**src/rtl/regfile_scoreboard_pkg.sv**
```systemverilog
// Shared sizes and types for the register file / in-use scoreboard.
// Opcode constants are kept here so decode and the scoreboard agree on them.
package regfile_scoreboard_pkg;

    localparam int NREGS     = 16;
    localparam int REG_IDX_W = 4;
    localparam int DATA_W    = 16;
    localparam int CNT_W     = 2;

    localparam logic [REG_IDX_W-1:0] OPC_LOAD  = 4'b1110;
    localparam logic [REG_IDX_W-1:0] OPC_STORE = 4'b1111;

    typedef logic [REG_IDX_W-1:0] reg_idx_t;
    typedef logic [DATA_W-1:0]    data_t;
    typedef logic [CNT_W-1:0]     cnt_t;

    localparam cnt_t CNT_MAX = '1;

endpackage

```
**src/rtl/regfile_scoreboard_if.sv**
```systemverilog
// Decode-stage register-read / reserve / writeback bundle.
// master = decode + execute side, slave = register file.
interface regfile_scoreboard_if;
    import regfile_scoreboard_pkg::*;

    reg_idx_t srcReg1;
    reg_idx_t srcReg2;
    data_t    srcRegVal1;
    data_t    srcRegVal2;
    logic     inuse1;
    logic     inuse2;
    reg_idx_t nextDestReg;
    logic     reserve_en;
    logic     reserve_full;
    logic     wb_en;
    reg_idx_t wb_reg;
    data_t    wb_val;
    logic     flush;
    logic     err_ovf;
    logic     err_unf;

    modport master (
        output srcReg1, srcReg2, nextDestReg, reserve_en, wb_en, wb_reg, wb_val, flush,
        input  srcRegVal1, srcRegVal2, inuse1, inuse2, reserve_full, err_ovf, err_unf
    );

    modport slave (
        input  srcReg1, srcReg2, nextDestReg, reserve_en, wb_en, wb_reg, wb_val, flush,
        output srcRegVal1, srcRegVal2, inuse1, inuse2, reserve_full, err_ovf, err_unf
    );

endinterface

```
**src/rtl/regfile_scoreboard_sb_counter.sv**
```systemverilog
// One pending-write counter: saturates at both ends, flush clears it.
// A same-cycle increment and decrement cancel out.
module regfile_scoreboard_sb_counter
    import regfile_scoreboard_pkg::*;
(
    input  logic clk,
    input  logic rst,
    input  logic inc_req,
    input  logic dec_req,
    input  logic flush,
    output cnt_t cnt
);

    cnt_t cnt_q;
    cnt_t cnt_d;
    logic inc;
    logic dec;

    always_comb begin
        inc   = inc_req && (cnt_q != CNT_MAX);
        dec   = dec_req && (cnt_q != '0);
        cnt_d = cnt_q;
        if (flush) begin
            cnt_d = '0;
        end else if (inc && !dec) begin
            cnt_d = cnt_q + cnt_t'(1);
        end else if (dec && !inc) begin
            cnt_d = cnt_q - cnt_t'(1);
        end
    end

    always_ff @(posedge clk or negedge rst) begin
        if (!rst) begin
            cnt_q <= '0;
        end else begin
            cnt_q <= cnt_d;
        end
    end

    assign cnt = cnt_q;

endmodule

```
**src/rtl/regfile_scoreboard.sv**
```systemverilog
// Register file with write-bypassed read ports and a per-register
// pending-write scoreboard; sticky overflow/underflow error flags.
module regfile_scoreboard
    import regfile_scoreboard_pkg::*;
(
    input  logic                 clk,
    input  logic                 rst,
    regfile_scoreboard_if.slave  rf
);

    data_t regs_q [NREGS];
    data_t regs_d [NREGS];
    cnt_t  cnt    [NREGS];
    logic  err_ovf_q;
    logic  err_ovf_d;
    logic  err_unf_q;
    logic  err_unf_d;
    logic  wb_act;
    logic  hit1;
    logic  hit2;
    cnt_t  cnt1;
    cnt_t  cnt2;

    // Qualifying with rst keeps the bypass path quiet while reset is held.
    assign wb_act = rf.wb_en & rst;

    for (genvar g = 0; g < NREGS; g++) begin : g_cnt
        logic inc_req;
        logic dec_req;

        assign inc_req = rf.reserve_en && (rf.nextDestReg == reg_idx_t'(g));
        assign dec_req = wb_act && (rf.wb_reg == reg_idx_t'(g));

        regfile_scoreboard_sb_counter u_sb_counter (
            .clk     (clk),
            .rst     (rst),
            .inc_req (inc_req),
            .dec_req (dec_req),
            .flush   (rf.flush),
            .cnt     (cnt[g])
        );
    end

    always_comb begin
        regs_d = regs_q;
        if (wb_act) begin
            regs_d[rf.wb_reg] = rf.wb_val;
        end
    end

    always_comb begin
        hit1 = wb_act && (rf.wb_reg == rf.srcReg1);
        hit2 = wb_act && (rf.wb_reg == rf.srcReg2);
        cnt1 = cnt[rf.srcReg1];
        cnt2 = cnt[rf.srcReg2];

        rf.srcRegVal1 = hit1 ? rf.wb_val : regs_q[rf.srcReg1];
        rf.srcRegVal2 = hit2 ? rf.wb_val : regs_q[rf.srcReg2];

        // inuse reports the count as it will be after this cycle's writeback.
        rf.inuse1 = (cnt1 - cnt_t'(hit1 && (cnt1 != '0))) != '0;
        rf.inuse2 = (cnt2 - cnt_t'(hit2 && (cnt2 != '0))) != '0;

        rf.reserve_full = (cnt[rf.nextDestReg] == CNT_MAX);
    end

    always_comb begin
        err_ovf_d = err_ovf_q;
        err_unf_d = err_unf_q;
        if (!rf.flush) begin
            if (rf.reserve_en && rf.reserve_full) begin
                err_ovf_d = 1'b1;
            end
            if (wb_act && (cnt[rf.wb_reg] == '0)) begin
                err_unf_d = 1'b1;
            end
        end
    end

    always_ff @(posedge clk or negedge rst) begin
        if (!rst) begin
            for (int i = 0; i < NREGS; i++) begin
                regs_q[i] <= '0;
            end
            err_ovf_q <= 1'b0;
            err_unf_q <= 1'b0;
        end else begin
            regs_q    <= regs_d;
            err_ovf_q <= err_ovf_d;
            err_unf_q <= err_unf_d;
        end
    end

    assign rf.err_ovf = err_ovf_q;
    assign rf.err_unf = err_unf_q;

endmodule

```
**src/flat_wrapper.sv**
```systemverilog
// flat-port wrapper written by rule: the top's interface ports become plain ports
module regfile_scoreboard_flat import regfile_scoreboard_pkg::*;
  (clk, rst, rf_srcReg1, rf_srcReg2, rf_nextDestReg, rf_reserve_en, rf_wb_en, rf_wb_reg, rf_wb_val, rf_flush, rf_srcRegVal1, rf_srcRegVal2, rf_inuse1, rf_inuse2, rf_reserve_full, rf_err_ovf, rf_err_unf);
  regfile_scoreboard_if rf_i ();
  input  logic clk;
  input  logic rst;
  input wire logic [$bits(rf_i.srcReg1)-1:0] rf_srcReg1;
  input wire logic [$bits(rf_i.srcReg2)-1:0] rf_srcReg2;
  input wire logic [$bits(rf_i.nextDestReg)-1:0] rf_nextDestReg;
  input wire logic [$bits(rf_i.reserve_en)-1:0] rf_reserve_en;
  input wire logic [$bits(rf_i.wb_en)-1:0] rf_wb_en;
  input wire logic [$bits(rf_i.wb_reg)-1:0] rf_wb_reg;
  input wire logic [$bits(rf_i.wb_val)-1:0] rf_wb_val;
  input wire logic [$bits(rf_i.flush)-1:0] rf_flush;
  output wire logic [$bits(rf_i.srcRegVal1)-1:0] rf_srcRegVal1;
  output wire logic [$bits(rf_i.srcRegVal2)-1:0] rf_srcRegVal2;
  output wire logic [$bits(rf_i.inuse1)-1:0] rf_inuse1;
  output wire logic [$bits(rf_i.inuse2)-1:0] rf_inuse2;
  output wire logic [$bits(rf_i.reserve_full)-1:0] rf_reserve_full;
  output wire logic [$bits(rf_i.err_ovf)-1:0] rf_err_ovf;
  output wire logic [$bits(rf_i.err_unf)-1:0] rf_err_unf;
  assign rf_i.srcReg1 = rf_srcReg1;
  assign rf_i.srcReg2 = rf_srcReg2;
  assign rf_i.nextDestReg = rf_nextDestReg;
  assign rf_i.reserve_en = rf_reserve_en;
  assign rf_i.wb_en = rf_wb_en;
  assign rf_i.wb_reg = rf_wb_reg;
  assign rf_i.wb_val = rf_wb_val;
  assign rf_i.flush = rf_flush;
  assign rf_srcRegVal1 = rf_i.srcRegVal1;
  assign rf_srcRegVal2 = rf_i.srcRegVal2;
  assign rf_inuse1 = rf_i.inuse1;
  assign rf_inuse2 = rf_i.inuse2;
  assign rf_reserve_full = rf_i.reserve_full;
  assign rf_err_ovf = rf_i.err_ovf;
  assign rf_err_unf = rf_i.err_unf;
  regfile_scoreboard u_core (.clk(clk), .rst(rst), .rf(rf_i));
endmodule
```
**config.mk**
```make
export PLATFORM = sky130hd
export DESIGN_NAME = regfile_scoreboard_flat
export DESIGN_NICKNAME = d
export VERILOG_FILES = /design/src/rtl/regfile_scoreboard_pkg.sv /design/src/rtl/regfile_scoreboard_if.sv /design/src/rtl/regfile_scoreboard_sb_counter.sv /design/src/rtl/regfile_scoreboard.sv /design/src/flat_wrapper.sv
export SDC_FILE = /design/constraint.sdc
export NUM_CORES = 1
export LEC_CHECK = 0
export ABC_CLOCK_PERIOD_IN_PS = 3000
export CAP_MARGIN = 20
export CORE_MARGIN = 2
export CORE_UTILIZATION = 60
export CTS_BUF_LIST = sky130_fd_sc_hd__clkbuf_4 sky130_fd_sc_hd__clkbuf_8
export DETAILED_ROUTE_END_ITERATION = 8
export GPL_ROUTABILITY_DRIVEN = 0
export MAX_ROUTING_LAYER = met4
export PLACE_DENSITY = 0.79
export SYNTH_ARGS = -nofsm -noshare
export SYNTH_HDL_FRONTEND = slang
export SYNTH_HIERARCHICAL = 1
export SYNTH_SLANG_ARGS = --single-unit
```
**constraint.sdc**
```tcl
create_clock -name clk -period 3 [get_ports clk]
set_clock_uncertainty 0.2 [all_clocks]
set_input_delay 0.6 -clock clk [delete_from_list [all_inputs] [get_ports clk]]
set_output_delay 0.6 -clock clk [all_outputs]
set_load 0.02 [all_outputs]
```
==> impl_metrics.env, run 1 <==
export IMPL_run_status="finished with violations"
export IMPL_violations="setup timing"
export IMPL_globalRouteTotalUtil_pct=36.5
export IMPL_final_cell_area_um2=21200
export IMPL_critical_path_peak_fanout=4
export IMPL_drive_gt1_share_pct=55.5
export IMPL_synth_most_common_cell="dfrtp_1"
export IMPL_antenna_found_initial=0
export IMPL_place_hpwl_mm=32.9
export IMPL_hp_class="flop to flop"
export IMPL_worst_skew_pair_late_latency_ps=580
export IMPL_setup_violations=5
export IMPL_std_cell_rows=61
export IMPL_number_of_flip_flops_and_latches_in_the_synthesized_netlist=290
export IMPL_total_power_per_unit_cell_area_nw_per_um2=570
export IMPL_synth_edff_count=0
export IMPL_worstPathArrival_ps=2290
export IMPL_wl_mm=53.0
export IMPL_insertedDiodeCount=0
export IMPL_ys_seq_area_share_pct=42.6
export IMPL_synthFlopType="dfrtp_1"
export IMPL_initial_standard_cell_utilization_of_the_core_pct=61.2
export IMPL_setup_worst_path_class="flop to primary output"
export IMPL_design_portCount=74
export IMPL_place_inst=1775
export IMPL_tritoncts="built"
export IMPL_drv_slew=0
export IMPL_coreArea_um2=27900
export IMPL_net_count_synth=1276
export IMPL_timing_critical_path_required_ps=2200
export IMPL_peak_supply_drop_mv=0.407
export IMPL_yosys_cell_types_count=54
export IMPL_max_slew_margin_rel_pct=29.2
export IMPL_clk_pin_slew_worst_paths_ps=70
export IMPL_total_leakage_power_uw=0.00916
export IMPL_iteration_count_of_the_initial_detailed_routing_pass=6
export IMPL_height_of_the_chip_um=173
export IMPL_clock_sink_count=290
export IMPL_period_minus_ws_final_ps=3090
export IMPL_cts_path_max_buffers=3
export IMPL_remaining_drc_errors=0
export IMPL_drt_first_iter_violations=1588
export IMPL_post_synthesis_mean_instance_area_um2=13.8
export IMPL_grt_start_max_net_pins=182
export IMPL_setup_repair_after_global_routing_missed_its_margin="yes"
export IMPL_timing_hold_violations_final=0
export IMPL_hold_path_depth=1
export IMPL_leading_cell_types_by_count_after_synthesis="dfrtp_1 (290), mux2_2 (247), mux4_2 (147)"
export IMPL_synth_async_sr_flop_share_pct=100
export IMPL_detail_route_wl_per_cell_um=28.1
export IMPL_setup_slack_ps=-92.8
export IMPL_yosysWarningCount=6
export IMPL_globalRouteOverflowTotal=0
export IMPL_timing_worst_slew_pin_value_ps=1060
export IMPL_synth_top_cell_area_share_pct=42.6
export IMPL_postSynthCellCount=1239
export IMPL_die_w_um=173
export IMPL_dr_vias_cell=6.93
export IMPL_synth_top_area_cell="dfrtp_1"
export IMPL_clockRootBuffer="clkbuf_8"
export IMPL_start_kind="flop"
export IMPL_syn_area_um2=17000
export IMPL_h_tree_depth=2
export IMPL_route_antenna_remaining_nets=0
export IMPL_total_via_count_after_detailed_routing=13100
export IMPL_detailed_place_area_um2=19500
export IMPL_setup_worst_path_end_class="primary output"
export IMPL_grt_pass1_vias=13500
export IMPL_grt_first_pass_wirelength_mm=80.1
export IMPL_max_cap_violations=0
export IMPL_final_util_pct=76.2
export IMPL_netlist_top_cells_area="dfrtp_1 (43%), mux4_2 (19%), mux2_2 (16%)"
export IMPL_area_growth_synth_to_final_pct=24.6
export IMPL_worst_r2r_cell_count=4
export IMPL_fp_dieArea_um2=29800
export IMPL_cts_buffers=49
export IMPL_buffer_ports_inserted=73
export IMPL_achievable_frequency_ghz=0.323
export IMPL_post_route_period_util_pct=103
export IMPL_layoutNonFillerInstCount=1888
export IMPL_num_nets_final=1510
-- per-stage QoR --
stage	power [uW]	worst slack [ps]	hold slack, ps	TNS [ps]
2_1_floorplan	6930	144	104	0
3_3_place_gp	7910	-711	249	-21080
3_5_place_dp	8070	-806	262	-22630
4_1_cts	11900	-96.7	277	-185
5_1_grt	12600	-140	308	-552
6_report	12100	-92.8	275	-202
-- layout make-up --
type | instances | area (um^2)
Inverter | 24 | 90.1
Clock buffer | 75 | 957
Timing Repair Buffer | 276 | 2830
Fill cell | 1600 | 6630
Clock inverter | 13 | 95.1
Sequential cell | 290 | 7260
Multi-Input combinational cell | 832 | 9520
Tap cell | 378 | 473
-- cell usage in the layout, fill, tap and decap left out, drive strengths merged, types with 8 or more instances in the layout --
cell type and n:
nor3 14, o21a 32, nand2 66, mux2i 67, nor2b 19, clkdlybuf4s50 22
mux2 256, clkinv 11, nand3b 19, mux4 147, nor2 49, dfrtp 290
o21ai 35, xor2 8, buf 243, inv 23, clkbuf 79, a21oi 24
a22oi 33, a221oi 17
-- worst paths after layout --
path | start | to | slack, ps
max reg2reg | u_core/g_cnt[1].u_sb_counter/cnt[0] | u_core/rf.err_unf | 1070
max in group asynchronous | rst | u_core/regs_q[51] | 750
max | u_core/g_cnt[7].u_sb_counter/cnt[1] | rf_inuse1 | -90
min in group asynchronous | rst | u_core/g_cnt[7].u_sb_counter/cnt[1] | 410
min reg2reg | u_core/rf.err_ovf | u_core/rf.err_ovf | 280
min | u_core/rf.err_ovf | u_core/rf.err_ovf | 280
-- routing by layer --
layer / share of wire (%) / global-route usage, %
met1: 38 / 47.2
met2: 47 / 54.8
met3: 9.9 / 7.82
met4: 5.3 / 19.1
met5: 0 / -
-- critical path: stages, from the launching register on --
cell and delay (ps):
dfrtp_1 410, mux4_2 520, mux4_2 460, a21o_1 180, buf_6 130
-- repair_timing --
| action | 4_1_cts | 5_1_grt |
|---|---|---|
| endpoints found under the hold margin | 39 | 0 |
| gates cloned | 6 | 2 |
| resized for setup | 222 | 65 |
| setup endpoints to repair | 35 | 35 |
| hold buffers | 1 | 0 |
| setup buffers | 11 | 7 |
| pin swaps | 7 | 11 |
-- state kept, by name (all words and copies together), names as in the netlist --
register                       cells
u_core/regs_q                    256
u_core/rf.err_ovf                  1
u_core/g_cnt.u_sb_counter/cnt     32
u_core/rf.err_unf                  1
-- where the power goes --
part / internal, uW / switching [uW] / total [uW]
logic: 1840 / 1350 / 3190
clock network: 2120 / 1660 / 3770
registers: 4600 / 545 / 5140
total: 8560 / 3550 / 12100
-- cells by family (layout without fill, tap and decap cells) --
family / count (synthesis) / count (layout) / share of synthesized area [%]
AOI/OAI and AO/OA: 165 / 165 / 7.24
xor gates and xnor gates: 8 / 8 / 0.411
buffers and inverters: 117 / 388 / 3.61
DFF: 290 / 290 / 42.6
muxes: 470 / 470 / 40.5
and+or+nand+nor: 189 / 189 / 5.65
No activity file was read; power rests on OpenSTA's default activity.
==> run 2, diff against run 1 <==
--- a/config.mk
+++ b/config.mk
@@ -7,6 +7,7 @@
 export LEC_CHECK = 0
 export ABC_CLOCK_PERIOD_IN_PS = 3000
 export CAP_MARGIN = 20
+export CORE_ASPECT_RATIO = 1.4
 export CORE_MARGIN = 2
 export CORE_UTILIZATION = 60
 export CTS_BUF_LIST = sky130_fd_sc_hd__clkbuf_4 sky130_fd_sc_hd__clkbuf_8
==> run 2 against run 1 <==
Against the previous run: critical endpoint unchanged; largest power group unchanged; the run still ends with setup timing left; power down 3.6%; flip-flop and latch count unchanged; first-iteration DRC count fell by 33%; maximum frequency fell by 0.23%.
==> impl_metrics.env, run 2 (synthesis gave the netlist of run 1 again) <==
export IMPL_setup_worst_path_class="flop to primary output"
export IMPL_setup_repair_after_global_routing_missed_its_margin="yes"
export IMPL_timing_hold_violations_final=0
export IMPL_grt_pass1_vias=13600
export IMPL_design_portCount=74
export IMPL_total_internal_power_uw=8270
export IMPL_final_util_pct=74.8
export IMPL_globalRouteOverflowTotal=0
export IMPL_post_route_period_util_pct=103
export IMPL_drive_gt1_share_pct=54.2
export IMPL_die_w_um=146
export IMPL_timing_worst_slew_pin_value_ps=833
export IMPL_dr_vias_cell=6.89
export IMPL_place_hpwl_mm=33.2
export IMPL_cp_slowest_cell="mux4_2"
export IMPL_timing_critical_path_max_delay_family="multiplexers"
export IMPL_num_nets_final=1516
export IMPL_hold_path_depth=3
export IMPL_mostFrequentLayoutCells="dfrtp_1 (286), mux2_2 (247), buf_4 (160), mux4_2 (147), nand2_1 (65)"
export IMPL_achievable_frequency_ghz=0.323
export IMPL_start_kind="flop"
export IMPL_drt_first_iter_violations=1061
export IMPL_setup_slack_ps=-99.9
export IMPL_total_power_per_unit_cell_area_nw_per_um2=555
export IMPL_period_minus_ws_final_ps=3100
export IMPL_hold_ws_ps=260
export IMPL_buffer_ports_inserted=73
export IMPL_worstPathArrival_ps=2300
export IMPL_wl_mm=51.7
export IMPL_setup_violations=3
export IMPL_h_tree_depth=2
export IMPL_iteration_count_of_the_initial_detailed_routing_pass=5
export IMPL_switching_share_pct=29.1
export IMPL_violations="setup timing"
export IMPL_critPathMaxStageDelay_ps=520
export IMPL_largest_register_by_flop_count="u_core/regs_q"
export IMPL_cts_path_max_buffers=3
export IMPL_globalRouteTotalUtil_pct=36.6
export IMPL_route_antenna_remaining_nets=0
export IMPL_drv_slew=0
export IMPL_tritoncts="built"
export IMPL_clk_pin_slew_worst_paths_ps=70
export IMPL_clock_power_share_pct=29.5
export IMPL_worst_hold_startpoint="rf_wb_reg[2]"
export IMPL_clock_sink_count=290
export IMPL_worst_hold_path_ep="u_core/rf.err_unf"
export IMPL_std_cell_rows=73
export IMPL_height_of_the_chip_um=203
export IMPL_cp_num_buf_inv=1
export IMPL_remaining_drc_errors=0
export IMPL_timing_rr_end="u_core/rf.err_ovf"
export IMPL_fp_dieArea_um2=29800
export IMPL_coreArea_um2=28100
export IMPL_critical_path_peak_fanout=4
export IMPL_worst_skew_pair_late_latency_ps=580
export IMPL_grt_first_pass_wirelength_mm=79.9
export IMPL_r2r_start="u_core/g_cnt[12].u_sb_counter/cnt[1]"
export IMPL_timing_critical_path_required_ps=2200
export IMPL_netSwitchingPower_uw=3390
export IMPL_run_status="finished with violations"
export IMPL_p_comb_share_pct=26.5
export IMPL_antenna_found_initial=0
export IMPL_detail_route_wl_per_cell_um=27.5
export IMPL_setup_worst_path_end_class="primary output"
export IMPL_path_common_cell="mux4_2"
export IMPL_total_via_count_after_detailed_routing=13000
export IMPL_crit_path_cell_trace="mux4_2 > mux4_2 > a21o_1 > buf_6"
export IMPL_grt_start_max_net_pins=79
export IMPL_area_growth_synth_to_final_pct=23.4
export IMPL_total_leakage_power_uw=0.00913
export IMPL_place_ws_ps=-797
export IMPL_power_share_sequential_pct=44.0
export IMPL_peak_supply_drop_mv=0.475
export IMPL_clockRootBuffer="clkbuf_8"
export IMPL_max_slew_margin_rel_pct=44.5
export IMPL_hp_class="input pin to flop"
export IMPL_cts_buffers=44
export IMPL_largest_reg_flops=256
export IMPL_initial_standard_cell_utilization_of_the_core_pct=60.6
export IMPL_cp_num_cells=4
export IMPL_max_cap_violations=0
export IMPL_layoutNonFillerInstCount=1881
export IMPL_fin_setup_tns_ps=-188
export IMPL_worst_r2r_cell_count=7
export IMPL_place_inst=1773
export IMPL_worst_reg2reg_setup_slack_ps=860
export IMPL_final_common_cell="dfrtp_1"
==> run 2: cell count changes in the layout (fill, tap and decap cells not counted), sizes merged <==
cell and delta:
clkbuf -9, clkinv -8, clkdlybuf4s15 -1, dlymetal6s2s +2, diode +1, buf +13, dlygate4sd2 -2
==> run 2: power by group through the flow <==
stage               sequential (uW)  clock (uW)  combinational (uW)
floorplan                      4970           0                1960
global placement               5070           0                2820
detailed placement             5140           0                2890
CTS                            5090        3480                2950
global route                   5200        3660                3260
finish                         5130        3450                3090
==> run 2: worst max-delay path by stage <==
stage	start	end	slack [ps]
final	u_core/g_cnt[2].u_sb_counter/cnt[1]	rf_inuse1	-100
after global placement	rf_wb_reg[2]	rf_srcRegVal2[11]	-770
after global routing	u_core/g_cnt[14].u_sb_counter/cnt[1]	rf_inuse2	-130
after CTS	u_core/g_cnt[2].u_sb_counter/cnt[1]	rf_inuse1	-100
after detailed placement	rf_wb_reg[2]	rf_srcRegVal2[11]	-800
after floorplan	rf_srcReg2[0]	rf_srcRegVal2[12]	140
==> run 2: routing by layer <==
metal / vias to the layer above / track usage (%) / wire, um / part of all wire [%]
met1: 6679 / 43.5 / 18300 / 35
met5: - / - / 0 / 0
met4: 0 / 22.7 / 3520 / 6.8
met2: 793 / 57.1 / 25300 / 49
met3: 244 / 8.30 / 4570 / 8.8
li1: 5240 / - / - / -
==> run 2: worst reg2reg max path, cell delays in order, from the launching register on <==
cell	delay [ps]
dfrtp_1	430
buf_4	180
a311o_1	390
o2111ai_2	210
o32ai_2	130
buf_4	150
buf_4	120
a31o_2	230
==> run 2: layout make-up <==
| cell class | instances | area (um^2) |
|---|---|---|
| repair buffers | 287 | 2860 |
| diodes | 1 | 2.50 |
| multi-input cells | 832 | 9440 |
| clock inverters | 5 | 55.1 |
| inverters | 24 | 90.1 |
| flip-flops and latches | 290 | 7260 |
| fillers | 1697 | 7100 |
| well taps | 375 | 469 |
| clock buffers | 67 | 853 |
==> run 2: per-stage QoR <==
step / area [um^2] / total power [uW]
CTS: 20700 / 11500
global placement: 19500 / 7890
floorplan: 17000 / 6930
global route: 21000 / 12100
detailed placement: 19500 / 8040
finish: 21000 / 11700
==> run 2: what timing repair did <==
item	4_1_cts	5_1_grt
endpoints found under the setup margin	35	263
endpoints found under the hold margin	8	0
hold buffers	1	0
resized for setup	210	53
cloned	3	0
pin swaps	7	7
setup buffers	23	8
==> run 3, diff against run 2 <==
--- a/config.mk
+++ b/config.mk
@@ -13,6 +13,7 @@
 export CTS_BUF_LIST = sky130_fd_sc_hd__clkbuf_4 sky130_fd_sc_hd__clkbuf_8
 export DETAILED_ROUTE_END_ITERATION = 8
 export GPL_ROUTABILITY_DRIVEN = 0
+export GPL_TIMING_DRIVEN = 0
 export MAX_ROUTING_LAYER = met4
 export PLACE_DENSITY = 0.79
 export SYNTH_ARGS = -nofsm -noshare
==> run 3 against run 2 <==
Against the previous run: the flow still finishes with violations (setup timing); global-route usage grew 0.23 points; sequential share of layout area is 0.78 points higher; clock-buffer cell count increased by 9; register-to-register slack improved by 40 ps; worst setup slack got worse by 31 ps; sequential power barely moved; largest power group unchanged; cell count down 2.9%; worst hold slack worse by 22 ps; critical endpoint is now rf_inuse2; power increased by 2.1%; combinational power is essentially flat; largest cell class unchanged.
==> impl_metrics.env, run 3 (synthesis gave the netlist of run 1 again) <==
export IMPL_initial_standard_cell_utilization_of_the_core_pct=60.6
export IMPL_std_cell_rows=73
export IMPL_timing_worst_slew_pin_value_ps=940
export IMPL_tritoncts="built"
export IMPL_num_nets_final=1455
export IMPL_violations="setup timing"
export IMPL_total_power_per_unit_cell_area_nw_per_um2=577
export IMPL_height_of_the_chip_um=203
export IMPL_r2r_start="u_core/g_cnt[15].u_sb_counter/cnt[1]"
export IMPL_grt_first_pass_wirelength_mm=78.8
export IMPL_hp_class="input pin to flop"
export IMPL_drt_first_iter_violations=1209
export IMPL_cts_path_max_buffers=3
export IMPL_setup_violations=12
export IMPL_dr_vias_cell=7.10
export IMPL_place_inst=1680
export IMPL_detail_route_wl_per_cell_um=29.6
export IMPL_setup_slack_ps=-131
export IMPL_critPathMaxStageDelay_ps=480
export IMPL_path_common_cell="mux4_2"
export IMPL_largest_reg_flops=256
export IMPL_clock_power_share_pct=30.9
export IMPL_start_kind="flop"
export IMPL_final_util_pct=73.3
export IMPL_setup_worst_path_end_class="primary output"
export IMPL_design_portCount=74
export IMPL_coreArea_um2=28100
export IMPL_power_share_sequential_pct=43.0
export IMPL_h_tree_depth=2
export IMPL_post_route_period_util_pct=104
export IMPL_num_fill_cells=1790
export IMPL_p_comb_share_pct=26.1
export IMPL_run_status="finished with violations"
export IMPL_critical_path_peak_fanout=4
export IMPL_cp_slowest_cell="mux4_2"
export IMPL_detailed_place_area_um2=18200
export IMPL_grt_start_max_net_pins=101
export IMPL_final_common_cell="dfrtp_1"
export IMPL_globalRouteOverflowTotal=0
export IMPL_die_w_um=146
export IMPL_fp_dieArea_um2=29800
export IMPL_timing_hold_violations_final=0
export IMPL_total_via_count_after_detailed_routing=13000
export IMPL_globalRouteTotalUtil_pct=36.8
export IMPL_worst_hold_startpoint="rf_wb_reg[2]"
export IMPL_period_minus_ws_final_ps=3130
export IMPL_final_cell_area_um2=20600
export IMPL_route_antenna_remaining_nets=0
export IMPL_setup_repair_after_global_routing_missed_its_margin="yes"
export IMPL_max_slew_margin_rel_pct=36.8
export IMPL_timing_critical_path_required_ps=2200
export IMPL_switching_share_pct=29.5
export IMPL_clk_pin_slew_worst_paths_ps=60
export IMPL_remaining_drc_errors=0
export IMPL_worstPathArrival_ps=2330
export IMPL_clockRootBuffer="clkbuf_8"
export IMPL_crit_path_cell_trace="mux4_2 > mux4_2 > a21o_1 > buf_6"
export IMPL_max_cap_violations=0
export IMPL_grt_pass1_vias=13300
export IMPL_cts_buffers=46
export IMPL_place_hpwl_mm=34.2
export IMPL_buffer_ports_inserted=64
export IMPL_drv_slew=0
export IMPL_cp_startpoint="u_core/g_cnt[10].u_sb_counter/cnt[1]"
export IMPL_iteration_count_of_the_initial_detailed_routing_pass=7
export IMPL_total_leakage_power_uw=0.00883
export IMPL_layoutNonFillerInstCount=1826
export IMPL_insertedDiodeCount=0
export IMPL_clock_sink_count=290
export IMPL_worst_skew_pair_late_latency_ps=610
export IMPL_mostFrequentLayoutCells="dfrtp_1 (271), mux2_2 (247), mux4_2 (147), buf_4 (71), nand2_1 (63)"
export IMPL_setup_worst_path_class="flop to primary output"
export IMPL_drive_gt1_share_pct=53.9
export IMPL_largest_register_by_flop_count="u_core/regs_q"
export IMPL_netSwitchingPower_uw=3510
export IMPL_wl_mm=54.1
export IMPL_achievable_frequency_ghz=0.319
export IMPL_area_growth_synth_to_final_pct=21.0
export IMPL_peak_supply_drop_mv=0.408
export IMPL_total_internal_power_uw=8400
export IMPL_antenna_found_initial=0
run 3: cell types whose count changed in the layout (fill, tap and decap cells not counted), moves of 7 or more:
cell      before  now
buf_8          2    9
buf_12        42   10
buf_16         4   12
buf_4        160   71
dfrtp_1      286  271
clkbuf_2       3   13
dfrtp_2        4   19
buf_6         23   31
clkbuf_4      11   26
run 3: path summary, 6_finish.rpt:
path,cells after the start,slack [ps],to
min in group asynchronous,2,470,u_core/regs_q[120]
max reg2reg,6,900,u_core/rf.err_unf
min reg2reg,1,280,u_core/rf.err_ovf
min,3,240,u_core/rf.err_unf
max,4,-130,rf_inuse2
max in group asynchronous,3,1330,u_core/regs_q[212]
run 3: what timing repair did:
| action | 4_1_cts | 5_1_grt |
|---|---|---|
| gates resized for setup | 340 | 106 |
| hold endpoints to repair | 94 | 0 |
| pin swaps | 9 | 15 |
| hold buffers | 3 | 0 |
| gates cloned | 5 | 4 |
| endpoints found under the setup margin | 69 | 35 |
| setup buffers | 39 | 14 |
run 3: critical path: cells and delay by family (launching register included):
kind	cells	cell delay, ps
AOI/OAI and AO/OA	1	170
buffers and inverters	1	130
muxes	2	950
DFF	1	470
run 3: power groups by stage:
| stage | logic, uW | clock network, uW | registers, uW |
|---|---|---|---|
| 3_5_place_dp | 2740 | 0 | 5140 |
| 6_report | 3110 | 3680 | 5110 |
| 5_1_grt | 3240 | 3900 | 5180 |
| 2_1_floorplan | 1960 | 0 | 4970 |
| 3_3_place_gp | 2660 | 0 | 5080 |
| 4_1_cts | 2860 | 3730 | 5070 |
run 3: routing by layer:
layer | global-route usage (%) | share of wire (%) | up-vias
li1 | - | - | 5127
met2 | 58.9 | 48 | 919
met4 | 23.4 | 7.8 | 0
met5 | - | 0 | -
met1 | 43.0 | 35 | 6642
met3 | 7.16 | 9.1 | 284
run 3: metrics by stage:
| step | hold WS, ps | setup slack (ps) | total power (uW) | setup TNS [ps] |
|---|---|---|---|---|
| 2_1_floorplan | 104 | 144 | 6930 | 0 |
| 5_1_grt | 247 | -185 | 12300 | -662 |
| 3_5_place_dp | 268 | -1420 | 7890 | -127910 |
| 3_3_place_gp | 253 | -13760 | 7740 | -7412240 |
| 6_report | 237 | -131 | 11900 | -620 |
| 4_1_cts | 206 | -109 | 11700 | -545 |
run 3: final cells by class:
cell class | instances | area (um^2) | share of cell area, %
multi-input cells | 832 | 9500 | 46.1
inverters | 24 | 90.1 | 0.437
clock buffers | 76 | 940 | 4.56
flip-flops and latches | 290 | 7280 | 35.3
repair buffers | 131 | 1340 | 6.52
plain buffers | 93 | 933 | 4.53
well taps | 375 | 469 | 2.28
clock inverters | 5 | 58.8 | 0.285
